### src/rtl/axi_slave_write_resp.sv
// axi_slave_write_resp: AXI slave write responder. Accepts one write address,
// consumes exactly AWLEN+1 data beats, forwards each beat to a backend memory
// port with its computed byte address, and returns one response per burst.
// Optional feature: define AXI_SLV_WID_CHECK_EN to flag beats whose WID
// differs from the latched AWID as SLVERR (write suppressed from that beat on).
module axi_slave_write_resp #(
  parameter int addr_width   = 32,
  parameter int data_width   = 64,
  parameter int strobe_width = data_width / 8
) (
  input  logic                    AClk,
  input  logic                    ARst,
  input  logic [7:0]              AWID,
  input  logic [addr_width-1:0]   AWADDR,
  input  logic [7:0]              AWLEN,
  input  logic [2:0]              AWSIZE,
  input  logic [1:0]              AWBURST,
  input  logic                    AWVALID,
  output logic                    AWREADY,
  input  logic [7:0]              WID,
  input  logic [data_width-1:0]   WDATA,
  input  logic [strobe_width-1:0] WSTRB,
  input  logic                    WLAST,
  input  logic                    WVALID,
  output logic                    WREADY,
  output logic [7:0]              BID,
  output logic [1:0]              BRESP,
  output logic                    BVALID,
  input  logic                    BREADY,
  output logic                    mem_we,
  output logic [addr_width-1:0]   mem_addr,
  output logic [data_width-1:0]   mem_wdata,
  output logic [strobe_width-1:0] mem_wstrb,
  input  logic                    mem_ready
);

  typedef enum logic [1:0] {IDLE = 2'd0, DATA = 2'd1, RESP = 2'd2} state_t;

  localparam logic [31:0] STRB_W = strobe_width;

  state_t                  state_q, state_d;
  logic [7:0]              id_q, id_d;
  logic [addr_width-1:0]   addr_q, addr_d;
  logic [7:0]              len_q, len_d;
  logic [7:0]              cnt_q, cnt_d;
  logic [2:0]              size_q, size_d;
  logic [1:0]              burst_q, burst_d;
  logic                    err_q, err_d;
  logic                    awready_q, awready_d;
  logic                    bvalid_q, bvalid_d;
  logic [1:0]              bresp_q, bresp_d;

  logic [7:0]              aw_bytes_s;
  logic                    wrap_len_ok_s;
  logic                    dec_err_s;
  logic [addr_width-1:0]   one_s, bytes_s, span_s, lower_s, aligned_s, inc_s;
  logic [addr_width-1:0]   next_addr_s;
  logic                    wlast_err_s, wid_err_s, beat_err_s, w_hs_s;

  // Address-phase decode: illegal burst type, bad WRAP length, beat wider than the bus.
  assign aw_bytes_s    = 8'd1 << AWSIZE;
  assign wrap_len_ok_s = (AWLEN == 8'd1) || (AWLEN == 8'd3) || (AWLEN == 8'd7) || (AWLEN == 8'd15);
  assign dec_err_s     = (AWBURST == 2'b11) ||
                         ((AWBURST == 2'b10) && !wrap_len_ok_s) ||
                         ({24'd0, aw_bytes_s} > STRB_W);

  // Next beat address from the latched burst parameters; span is a power of two for legal WRAP.
  assign one_s     = {{(addr_width-1){1'b0}}, 1'b1};
  assign bytes_s   = one_s << size_q;
  assign span_s    = ({{(addr_width-8){1'b0}}, len_q} + one_s) << size_q;
  assign lower_s   = addr_q & ~(span_s - one_s);
  assign aligned_s = addr_q & ~(bytes_s - one_s);
  assign inc_s     = aligned_s + bytes_s;

  // Select the following beat address by burst type.
  always_comb begin
    next_addr_s = addr_q;
    case (burst_q)
      2'b00:   next_addr_s = addr_q;
      2'b01:   next_addr_s = inc_s;
      2'b10:   next_addr_s = (inc_s == (lower_s + span_s)) ? lower_s : inc_s;
      default: next_addr_s = addr_q;
    endcase
  end

  // Per-beat protocol errors: WLAST must mark exactly the final counted beat.
  assign wlast_err_s = (WLAST != (cnt_q == 8'd0));
`ifdef AXI_SLV_WID_CHECK_EN
  assign wid_err_s   = (WID != id_q);
`else
  logic unused_wid_s;
  assign unused_wid_s = ^WID;
  assign wid_err_s    = 1'b0;
`endif
  assign beat_err_s  = wlast_err_s | wid_err_s;

  // W channel and backend port are combinational so a beat lands the cycle it is accepted.
  assign WREADY    = (state_q == DATA) && mem_ready;
  assign w_hs_s    = WREADY && WVALID;
  assign mem_we    = w_hs_s && !err_q && !beat_err_s;
  assign mem_addr  = addr_q;
  assign mem_wdata = WDATA;
  assign mem_wstrb = WSTRB;

  assign AWREADY = awready_q;
  assign BVALID  = bvalid_q;
  assign BID     = id_q;
  assign BRESP   = bresp_q;

  // Next-state logic: IDLE takes an address, DATA counts beats, RESP waits for BREADY.
  always_comb begin
    state_d = state_q;
    id_d    = id_q;
    addr_d  = addr_q;
    len_d   = len_q;
    cnt_d   = cnt_q;
    size_d  = size_q;
    burst_d = burst_q;
    err_d   = err_q;
    bresp_d = bresp_q;
    case (state_q)
      IDLE: begin
        if (AWVALID && awready_q) begin
          id_d    = AWID;
          addr_d  = AWADDR;
          len_d   = AWLEN;
          cnt_d   = AWLEN;
          size_d  = AWSIZE;
          burst_d = AWBURST;
          err_d   = dec_err_s;
          state_d = DATA;
        end else begin
          state_d = IDLE;
        end
      end
      DATA: begin
        if (w_hs_s) begin
          addr_d = next_addr_s;
          err_d  = err_q | beat_err_s;
          if (cnt_q == 8'd0) begin
            state_d = RESP;
            bresp_d = (err_q | beat_err_s) ? 2'b10 : 2'b00;
          end else begin
            cnt_d = cnt_q - 8'd1;
          end
        end else begin
          state_d = DATA;
        end
      end
      RESP: begin
        if (BREADY) begin
          state_d = IDLE;
          err_d   = 1'b0;
          bresp_d = 2'b00;
        end else begin
          state_d = RESP;
        end
      end
      default: state_d = IDLE;
    endcase
    awready_d = (state_d == IDLE);
    bvalid_d  = (state_d == RESP);
  end

  // State and handshake registers; reset drops any partial transaction.
  always_ff @(posedge AClk or negedge ARst) begin
    if (!ARst) begin
      state_q   <= IDLE;
      id_q      <= 8'd0;
      addr_q    <= {addr_width{1'b0}};
      len_q     <= 8'd0;
      cnt_q     <= 8'd0;
      size_q    <= 3'd0;
      burst_q   <= 2'd0;
      err_q     <= 1'b0;
      awready_q <= 1'b0;
      bvalid_q  <= 1'b0;
      bresp_q   <= 2'b00;
    end else begin
      state_q   <= state_d;
      id_q      <= id_d;
      addr_q    <= addr_d;
      len_q     <= len_d;
      cnt_q     <= cnt_d;
      size_q    <= size_d;
      burst_q   <= burst_d;
      err_q     <= err_d;
      awready_q <= awready_d;
      bvalid_q  <= bvalid_d;
      bresp_q   <= bresp_d;
    end
  end

endmodule

### config.mk
export PLATFORM = sky130hd
export DESIGN_NAME = axi_slave_write_resp
export DESIGN_NICKNAME = d
export VERILOG_FILES = /design/src/rtl/axi_slave_write_resp.sv
export SDC_FILE = /design/constraint.sdc
export NUM_CORES = 1
export LEC_CHECK = 0
export CORE_ASPECT_RATIO = 0.6
export CORE_MARGIN = 5
export CORE_UTILIZATION = 40
export DETAILED_ROUTE_END_ITERATION = 12
export MAX_ROUTING_LAYER = met4
export PLACE_DENSITY = 0.71
export RECOVER_POWER = 25
export REMOVE_ABC_BUFFERS = 1
export SETUP_SLACK_MARGIN = 0.2
export SLEW_MARGIN = 10
export SYNTH_ARGS = -nofsm -noshare
export SYNTH_HDL_FRONTEND = slang
export SYNTH_SLANG_ARGS = --single-unit
### constraint.sdc
create_clock -name AClk -period 7.5 [get_ports AClk]
set_clock_uncertainty 0.2 [all_clocks]
set_input_delay 1.125 -clock AClk [delete_from_list [all_inputs] [get_ports AClk]]
set_output_delay 1.125 -clock AClk [all_outputs]
set_load 0.01 [all_outputs]
== After elaboration in Yosys (flattened, before gate mapping) ==
Index checks and enable logic that the tools add are counted.
Cells by class
  $add $sub $neg: 6
  $lt $le $gt $ge: 1
  equal/unequal tests: 19
  shifts and indexed selects: 3
  mux-type cells: 23
  bitwise operators: 5
  reductions and logical operators: 25
Operators by type and width (count)
  32-bit case mux with 2 select lines: 2
  32-bit 2-to-1 mux: 3
  32-bit adder: 2
  32-bit bitwise AND: 2
  32-bit inverter: 2
  32-bit by 1-bit subtractor with 32-bit output (second input constant): 2
  32-bit equality test: 1
  1-bit by 3-bit << shifter with 32-bit output (first input constant): 1
  9-bit by 3-bit << shifter with 32-bit output: 1
  8-bit 2-to-1 mux: 3
  8-bit case mux with 2 select lines: 1
  4-bit AND reduction: 4
  2-bit 2-to-1 mux: 7
  2-bit equality test (second input constant): 5
  2-bit inequality test (second input constant): 5
  8-bit by 1-bit adder with 9-bit output (second input constant): 1
  8-bit by 1-bit equality test with 1-bit output (second input constant): 1
  8-bit by 2-bit equality test with 1-bit output (second input constant): 1
  8-bit by 3-bit equality test with 1-bit output (second input constant): 1
  8-bit by 4-bit equality test with 1-bit output (second input constant): 1
  8-bit by 4-bit greater-than comparator with 1-bit output (second input constant): 1
  8-bit logical NOT: 1
  1-bit by 3-bit << shifter with 8-bit output (first input constant): 1
  8-bit by 1-bit subtractor with 8-bit output (second input constant): 1
  15 further kinds: 32
Word-level totals
  register bits after elaboration: 68
  bits of input ports: 140
  word-level logic and storage cells: 93

== Depth between registers and ports, before layout ==
Gate-level depths: netlist (run 1).
  depth after elaboration: 11
  gate-level depth with buffers: 31
  gate-level depth less buffers: 27

== Least setup slack after synthesis (run 1) ==
Ideal clock, no wire load.
  path kind: flip-flop to flip-flop
  from: register size_q[0]
  to: register addr_q[21], in the netlist mem_addr[21]
  library setup time: 0.077 ns
  arrival: 5.960 ns
  slack: 1.263 ns
  stages on the path, launching flop included: 32
  path buffers: 6
  period minus slack after synthesis: 6.237 ns
  cell sequence: dfrtp_1 -> buf_2 -> buf_2 -> buf_1 -> nor4_1 -> inv_1 -> ha_1 -> buf_1 -> and2_1 -> a41oi_1 -> nor3_1 -> nand3b_1 -> or3_1 -> nand2_1 -> a21oi_1 -> ha_1 -> clkbuf_1 -> a21o_1 -> a21o_1 -> a21oi_1 -> nand2_1 -> a21o_1 -> a21oi_1 -> o21ai_1 -> nand3_1 -> o31a_1 -> o221ai_1 -> o21ai_0 -> nor3_4 -> buf_6 -> mux2_2 -> a21oi_1
On the way
  cells in the longest elaborated chain, start to end: 10
Ends and longest elaborated chain
  start: declaration: RTL line 46  | logic [2:0] size_q, size_d;
  start signal: assignment: RTL line 185  | size_q <= size_d;
  9-bit by 3-bit << shifter with 32-bit output or 1-bit by 3-bit << shifter with 32-bit output (tied branches): RTL line 70, 69
  32-bit by 1-bit subtractor with 32-bit output (on tied branches): RTL line 71, 72
  32-bit inverter (on tied branches): RTL line 71, 72
  32-bit bitwise AND (on tied branches): RTL line 71, 72
  32-bit adder (on tied branches): RTL line 81, 73
  32-bit equality test: RTL line 81  | 2'b10: next_addr_s = (inc_s == (lower_s + span_s)) ? lower_s : inc_s;
  32-bit 2-to-1 mux: RTL line 81
  32-bit case mux with 2 select lines *: RTL line 78  | case (burst_q)
  32-bit 2-to-1 mux *: RTL line 137  | if (w_hs_s) begin
  32-bit case mux with 2 select lines *: RTL line 121  | case (state_q)
  end signal: assignment: RTL line 170  | addr_q <= {addr_width{1'b0}};
  end signal: assignment: RTL line 182  | addr_q <= addr_d;
  end: declaration: RTL line 43  | logic [addr_width-1:0] addr_q, addr_d;
Every way passes the cells marked *; elsewhere a longest branch is shown, timed or not. The select of a mux whose other input is x is not followed.
A chain may end at the register's enable or synchronous reset.

== Final worst setup path (run 1) ==
  from: register size_q[1]
  to: register addr_q[9], in the netlist mem_addr[9]
Same word-level chain as after synthesis.

==> results of run 1 <==
==> per-stage QoR <==
stage                     hold WS, ns  total power [mW]  util (%)  std cells
after floorplan                0.2402             3.499         -       1008
after global placement         0.2557             5.085     45.42       1466
after detailed placement       0.2801             5.116     45.42       1466
after CTS                      0.2938             5.554     46.61       1481
after global routing           0.3064             6.093     46.67       1482
final                          0.2866             5.726     46.67       1482
==> cells in the final DEF, fill, tap and decap left out, types with 16 or more instances in the layout <==
master / n
nand4_1: 16
nor3_1: 23
a21oi_1: 69
o21ai_0: 59
clkdlybuf4s50_1: 103
nand3_1: 45
o211ai_1: 16
a31oi_1: 19
buf_4: 68
nor2_1: 46
ha_1: 23
xnor2_1: 40
a21o_1: 17
nor2b_1: 16
and2_1: 26
nand2_1: 104
mux2_2: 25
dfrtp_1: 66
xor2_1: 32
inv_1: 33
and3_1: 39
mux2i_1: 31
==> final cells by class <==
| class | count | area [um2] | area share (%) |
|---|---|---|---|
| tap | 286 | 357.8 | 3.491 |
| sequential | 67 | 1678 | 16.37 |
| inverter | 35 | 131.4 | 1.282 |
| clock inverter | 5 | 31.28 | 0.3051 |
| timing repair buffer | 173 | 1565 | 15.27 |
| clock buffer | 10 | 229.0 | 2.234 |
| multi-input combinational | 906 | 6259 | 61.05 |
==> synthesized netlist by cell type (all sizes together) (14+ instances only) <==
library cell	instances	area, um2
and3	39	244.0
or3	15	93.84
o211ai	16	120.1
mux2i	32	332.8
xnor2	41	366.6
nor2b	17	106.4
a31oi	19	118.9
nand3	47	252.8
buf	93	648.1
dfrtp	67	1677
nor3	24	131.4
nand2	105	396.6
clkbuf	51	191.4
inv	33	123.9
nand4	16	100.1
mux2	26	296.5
nor2	46	172.7
o21ai	61	305.3
ha	24	300.3
a211oi	14	110.1
xor2	32	280.3
and2	26	162.7
a21oi	70	354.1
a21o	17	127.6
==> repair_timing <==
action / 4_1_cts / 5_1_grt
hold endpoints to repair: 0 / 0
endpoints found under the setup margin: 0 / 18
resized for setup: 0 / 3
hold buffers: 0 / 0
setup buffers: 0 / 1
==> flip-flops by register name, indices dropped and copies added (netlist names) <==
register / cells
AWREADY: 1
BID: 8
BRESP: 1
BVALID: 1
burst_q: 2
cnt_q: 8
err_q: 1
len_q: 8
mem_addr: 32
size_q: 3
state_q: 2
==> cell families after synthesis <==
group                      share of synthesized area, %
and+or+nand+nor                                   26.02
DFF                                               18.85
other                                           0.04216
muxes                                             7.329
buffers and inverters                             10.92
adders and majority gates                         3.376
xor gates and xnor gates                          7.779
AOI/OAI and AO/OA                                 25.69
==> worst reg2reg max path: cells and delay by family, from the launching register on <==
family	cells	cell delay, ns
AOI/OAI and AO/OA	12	2.20
and+or+nand+nor	7	1.95
buffers and inverters	5	1.05
DFF	1	0.58
muxes	2	0.33
adders and majority gates	1	0.29
xor gates and xnor gates	1	0.28
==> metal layers <==
metal / track usage (%) / vias up / part of all wire [%]
li1: - / 4296 / -
met4: 2.274 / 0 / 0.59
met5: - / - / 0
met3: 22.96 / 38 / 19
met1: 47.64 / 4681 / 46
met2: 36.76 / 713 / 35
==> worst min-delay path by stage <==
stage	start	to	slack, ns	cells past startpoint
2_1_floorplan	err_q$_DFFE_PN0P_	err_q$_DFFE_PN0P_	0.24	2
3_3_place_gp	err_q$_DFFE_PN0P_	err_q$_DFFE_PN0P_	0.26	2
3_5_place_dp	err_q$_DFFE_PN0P_	err_q$_DFFE_PN0P_	0.28	2
4_1_cts	err_q$_DFFE_PN0P_	err_q$_DFFE_PN0P_	0.29	2
5_1_grt	err_q$_DFFE_PN0P_	err_q$_DFFE_PN0P_	0.31	2
6_report	err_q$_DFFE_PN0P_	err_q$_DFFE_PN0P_	0.29	2
==> report_power, final <==
| group | switching [mW] | total [mW] | internal, mW |
|---|---|---|---|
| Sequential | 0.347 | 0.880 | 0.532 |
| Combinational | 2.60 | 4.44 | 1.84 |
| Clock | 0.185 | 0.406 | 0.221 |
==> metrics, run 1 <==
vias in the first global route 8,621; Rows 42; Std-Cell Core Area between 20,000 and 25,000 um2; RD Place Congestion ~1.0; Worst EP required 7.54 ns; failing checks capacitance limit, slew limit; WS Path Type flip-flop to flip-flop; Period minus WS final ~7.0 ns; Routed WL per cell 28.11 um; CP arrival roughly 7 ns; DRT antenna net count 0; worst flop-to-flop path startpoint size_q[1]$_DFFE_PN0P_; final setup margin between 0.5 and 0.6 ns; Max Buffers Root-to-Sink 2; R2R depth 28; GRT Total Usage between 30% and 40%; final setup fails 0; Worst path top cell family by delay compound AO/OA/AOI/OAI gates; Crit path depth 28; Worst-Skew Late Latency between 0.3 and 0.4 ns; DRT Pass-1 Iters 6; Final nets roughly 1,400; Final Hold Fails 0; Via Count 9,728; worst-margin pin slew 4.008 ns; startpoint types flip-flop; critical-path maximum fanout 18; initial antenna violation count 1; Remaining DRCs 0; Distinct cells, synth 90; Syn-to-layout area delta 15.25%; Top FF cell, synth dfrtp_1; Syn Inst Count ~1,200; Max Slew Vio Count 68; slowest stage delay, CP ~0.58 ns; Die W ~200 um; crit path to mem_addr[9]$_DFFE_PN0P_; RSZ-0062 raised after global routing false; Synthesis Warnings 0; htree depth 3; Die H approximately 130 um; Max Cap Viol 1; setup TNS 0 ns; sequential share of the synthesized area 18.85%; Crit Reg-Reg Endpoint mem_addr[9]$_DFFE_PN0P_; n_diodes 0; slowest cell on the critical path dfrtp_1; global-route wire length before repair slightly above 60,000 um; DP Wirelength approximately 32,000 um; CTS tree yes; Pwr per Cell Area ~560 nW/um2; largest net degree at the start of global routing approximately 70; Cell Area, Synth approximately 8900 um2; Hold WC Path Type flip-flop to flip-flop; Die Area about 25,000 um2; initial drt markers ~1,400; synthesis-stage register bit count 67; placed cell area approximately 10000 um2; post-route clock period utilization approximately 93%; reg-to-reg slack, setup between 0.5 and 0.6 ns; Ports between 200 and 300; filler instances 2,172; Total Wirelength about 42,000 um; clk sink count 67; clock slew at reported path FFs around 0.06 ns; Crit. Startpoint size_q[1]$_DFFE_PN0P_; Post-synth EDFFs 0; fmax 143.3 MHz; ratio of cells with drive above 1 in the final layout about 13%; CP endpoint kind flip-flop; fin area about 10,000 um2; Setup Slack @ Placement roughly 0.58 ns; IO buf count 104; VDD IR max ~290 uV; status complete, but fails checks; Async S/R FF share, synth 100.0%; P_leak around 4 nW; mean post-synth cell area 7.721 um2; Via density about 6.6; TritonCTS Buffers 9; Slew Limit Headroom -167.2%; Root Driver clkbuf_16; starting density of the core between 40 and 50%; WP buf/inv 5; GRT overflow 0
(Power assumes the default switching activity.)
==> inputs of run 2 (changes only) <==
- CTS_CLUSTER_SIZE: not set -> 30
==> results of run 2 <==
The final DEF is identical to that of run 1; final timing and power are the same.
==> inputs of run 3 (changes only) <==
- SLEW_MARGIN: 10 -> 40
==> metrics, run 3 (same netlist as run 1, synthesis figures left out) <==
status complete, but fails checks; failing checks capacitance limit, slew limit; starting density of the core between 40% and 50%; Max Buffers Root-to-Sink 2; worst hold path depth 2; Total Wirelength 41,710 um; Die H between 100 and 150 um; R2R depth 28; Syn-to-layout area delta 16.19%; DP Wirelength about 32,000 um; WHS Endpoint err_q$_DFFE_PN0P_; worst flop-to-flop path startpoint size_q[1]$_DFFE_PN0P_; Remaining DRCs 0; final setup fails 0; clk sink count 67; max reg flops 32; min-delay src err_q$_DFFE_PN0P_; Overall Power between 5 and 6 mW; n_diodes 0; ratio of cells with drive above 1 in the final layout a little over an eighth; Max Slew Vio Count 68; Via Count approximately 9,800; Max Cap Viol 1; RD Place Congestion 1.003; CTS tree yes; worst-margin pin slew around 4 ns; IO buf count between 100 and 150; most common cell after layout, fill and taps aside nand2_1; GRT met2 Usage roughly 37%; WS Path Type flip-flop to flip-flop; fin cells around 1,500; fin area around 10,000 um2; Std-Cell Core Area 21,970 um2; Pwr per Cell Area approximately 560 nW/um2; VDD IR max slightly above 200 uV; startpoint types flip-flop; slowest stage delay, CP slightly below 0.6 ns; Final Hold Fails 0; global-route wire length before repair roughly 60,000 um; Die Area roughly 25,000 um2; TritonCTS Buffers 9; htree depth 3; Period minus WS final 6.999 ns; CP arrival 7.04 ns; largest net degree at the start of global routing 68; commonest cells after routing, fill and taps aside 104 x nand2_1, 103 x clkdlybuf4s50_1, 69 x buf_4; reg-to-reg slack, setup around 0.5 ns; Worst-Skew Late Latency approximately 0.36 ns; critical-path maximum fanout 18; GRT Total Usage around a third; DRT Pass-1 Iters 6; Root Driver clkbuf_16; Die W about 200 um; Rows 42; P_leak a little over 4 nW; Final nets about 1,400; GRT overflow 0; Slew Limit Headroom -171.9%; initial drt markers between 1,000 and 1,500; final setup margin between 0.5 and 0.6 ns; DRT antenna net count 0; Via density about 6.6; Top Usage Layer GRT met1; M1 GR Usage 46.87%; RSZ-0062 raised after global routing false; Setup Slack @ Placement between 0.5 and 0.6 ns; placed cells approximately 1,500; clock slew at reported path FFs approximately 0.060 ns; Crit Reg-Reg Endpoint mem_addr[9]$_DFFE_PN0P_; CP endpoint kind flip-flop; final core occ 47.05%; vias in the first global route just under 9,000; Worst EP required ~7.5 ns; fmax 142.9 MHz; Routed WL per cell between 20 and 30 um; post-route clock period utilization roughly 93%; Hold WC Path Type flip-flop to flip-flop; slowest cell on the critical path dfrtp_1; placed cell area approximately 10000 um2; initial antenna violation count 0; worst hold margin between 0.2 and 0.3 ns; M3 GR Usage between 20% and 30%; Ports between 200 and 300; setup TNS 0 ns
[run 3: metal layers]
metal  share of wire [%]  vias up  routed length (um)
met5                   0        -                   0
met4                0.77        0                 320
met3                  19       42                7983
met2                  35      734               14650
met1                  45     4674               18750
li1                    -     4307                   -
[run 3: worst max-delay path: cells and delay by family (launching register included)]
| kind | cells | cell delay (ns) |
|---|---|---|
| AO/OA/AOI/OAI | 12 | 2.18 |
| XOR/XNOR | 1 | 0.26 |
| adder cells (fa/ha/maj) | 1 | 0.29 |
| buffers and inverters | 5 | 1.06 |
| flip-flops | 1 | 0.59 |
| multiplexers | 2 | 0.31 |
| AND/OR/NAND/NOR | 7 | 1.98 |
[run 3: where the power goes]
| part | switching, mW | internal (mW) |
|---|---|---|
| clock | 0.193 | 0.302 |
| sequential | 0.344 | 0.532 |
| combinational | 2.61 | 1.85 |
| total | 3.15 | 2.68 |
[run 3: area by class of cell]
class / instances / area, um2
clock inverter: 5 / 85.08
sequential: 67 / 1678
multi-input combinational: 906 / 6262
inverter: 35 / 131.4
tap: 286 / 357.8
timing repair buffer: 175 / 1578
clock buffer: 11 / 242.7
fill: 2181 / 11630
[run 3: how the worst max path moves through the flow]
stage,from,cells past startpoint,slack (ns),to
after floorplan,size_q[0]$_DFFE_PN0P_,23,0.29,mem_addr[0]$_DFFE_PN0P_
after global placement,size_q[1]$_DFFE_PN0P_,27,0.72,mem_addr[9]$_DFFE_PN0P_
after detailed placement,size_q[1]$_DFFE_PN0P_,27,0.59,mem_addr[9]$_DFFE_PN0P_
after CTS,size_q[1]$_DFFE_PN0P_,27,0.58,mem_addr[9]$_DFFE_PN0P_
after global routing,len_q[1]$_DFFE_PN0P_,27,0.24,mem_addr[13]$_DFFE_PN0P_
final,size_q[1]$_DFFE_PN0P_,28,0.50,mem_addr[9]$_DFFE_PN0P_
[run 3: timing repair]
action	4_1_cts	5_1_grt
resized for setup	0	3
setup endpoints to repair	0	15
buffers inserted	0	2
hold buffers	0	0
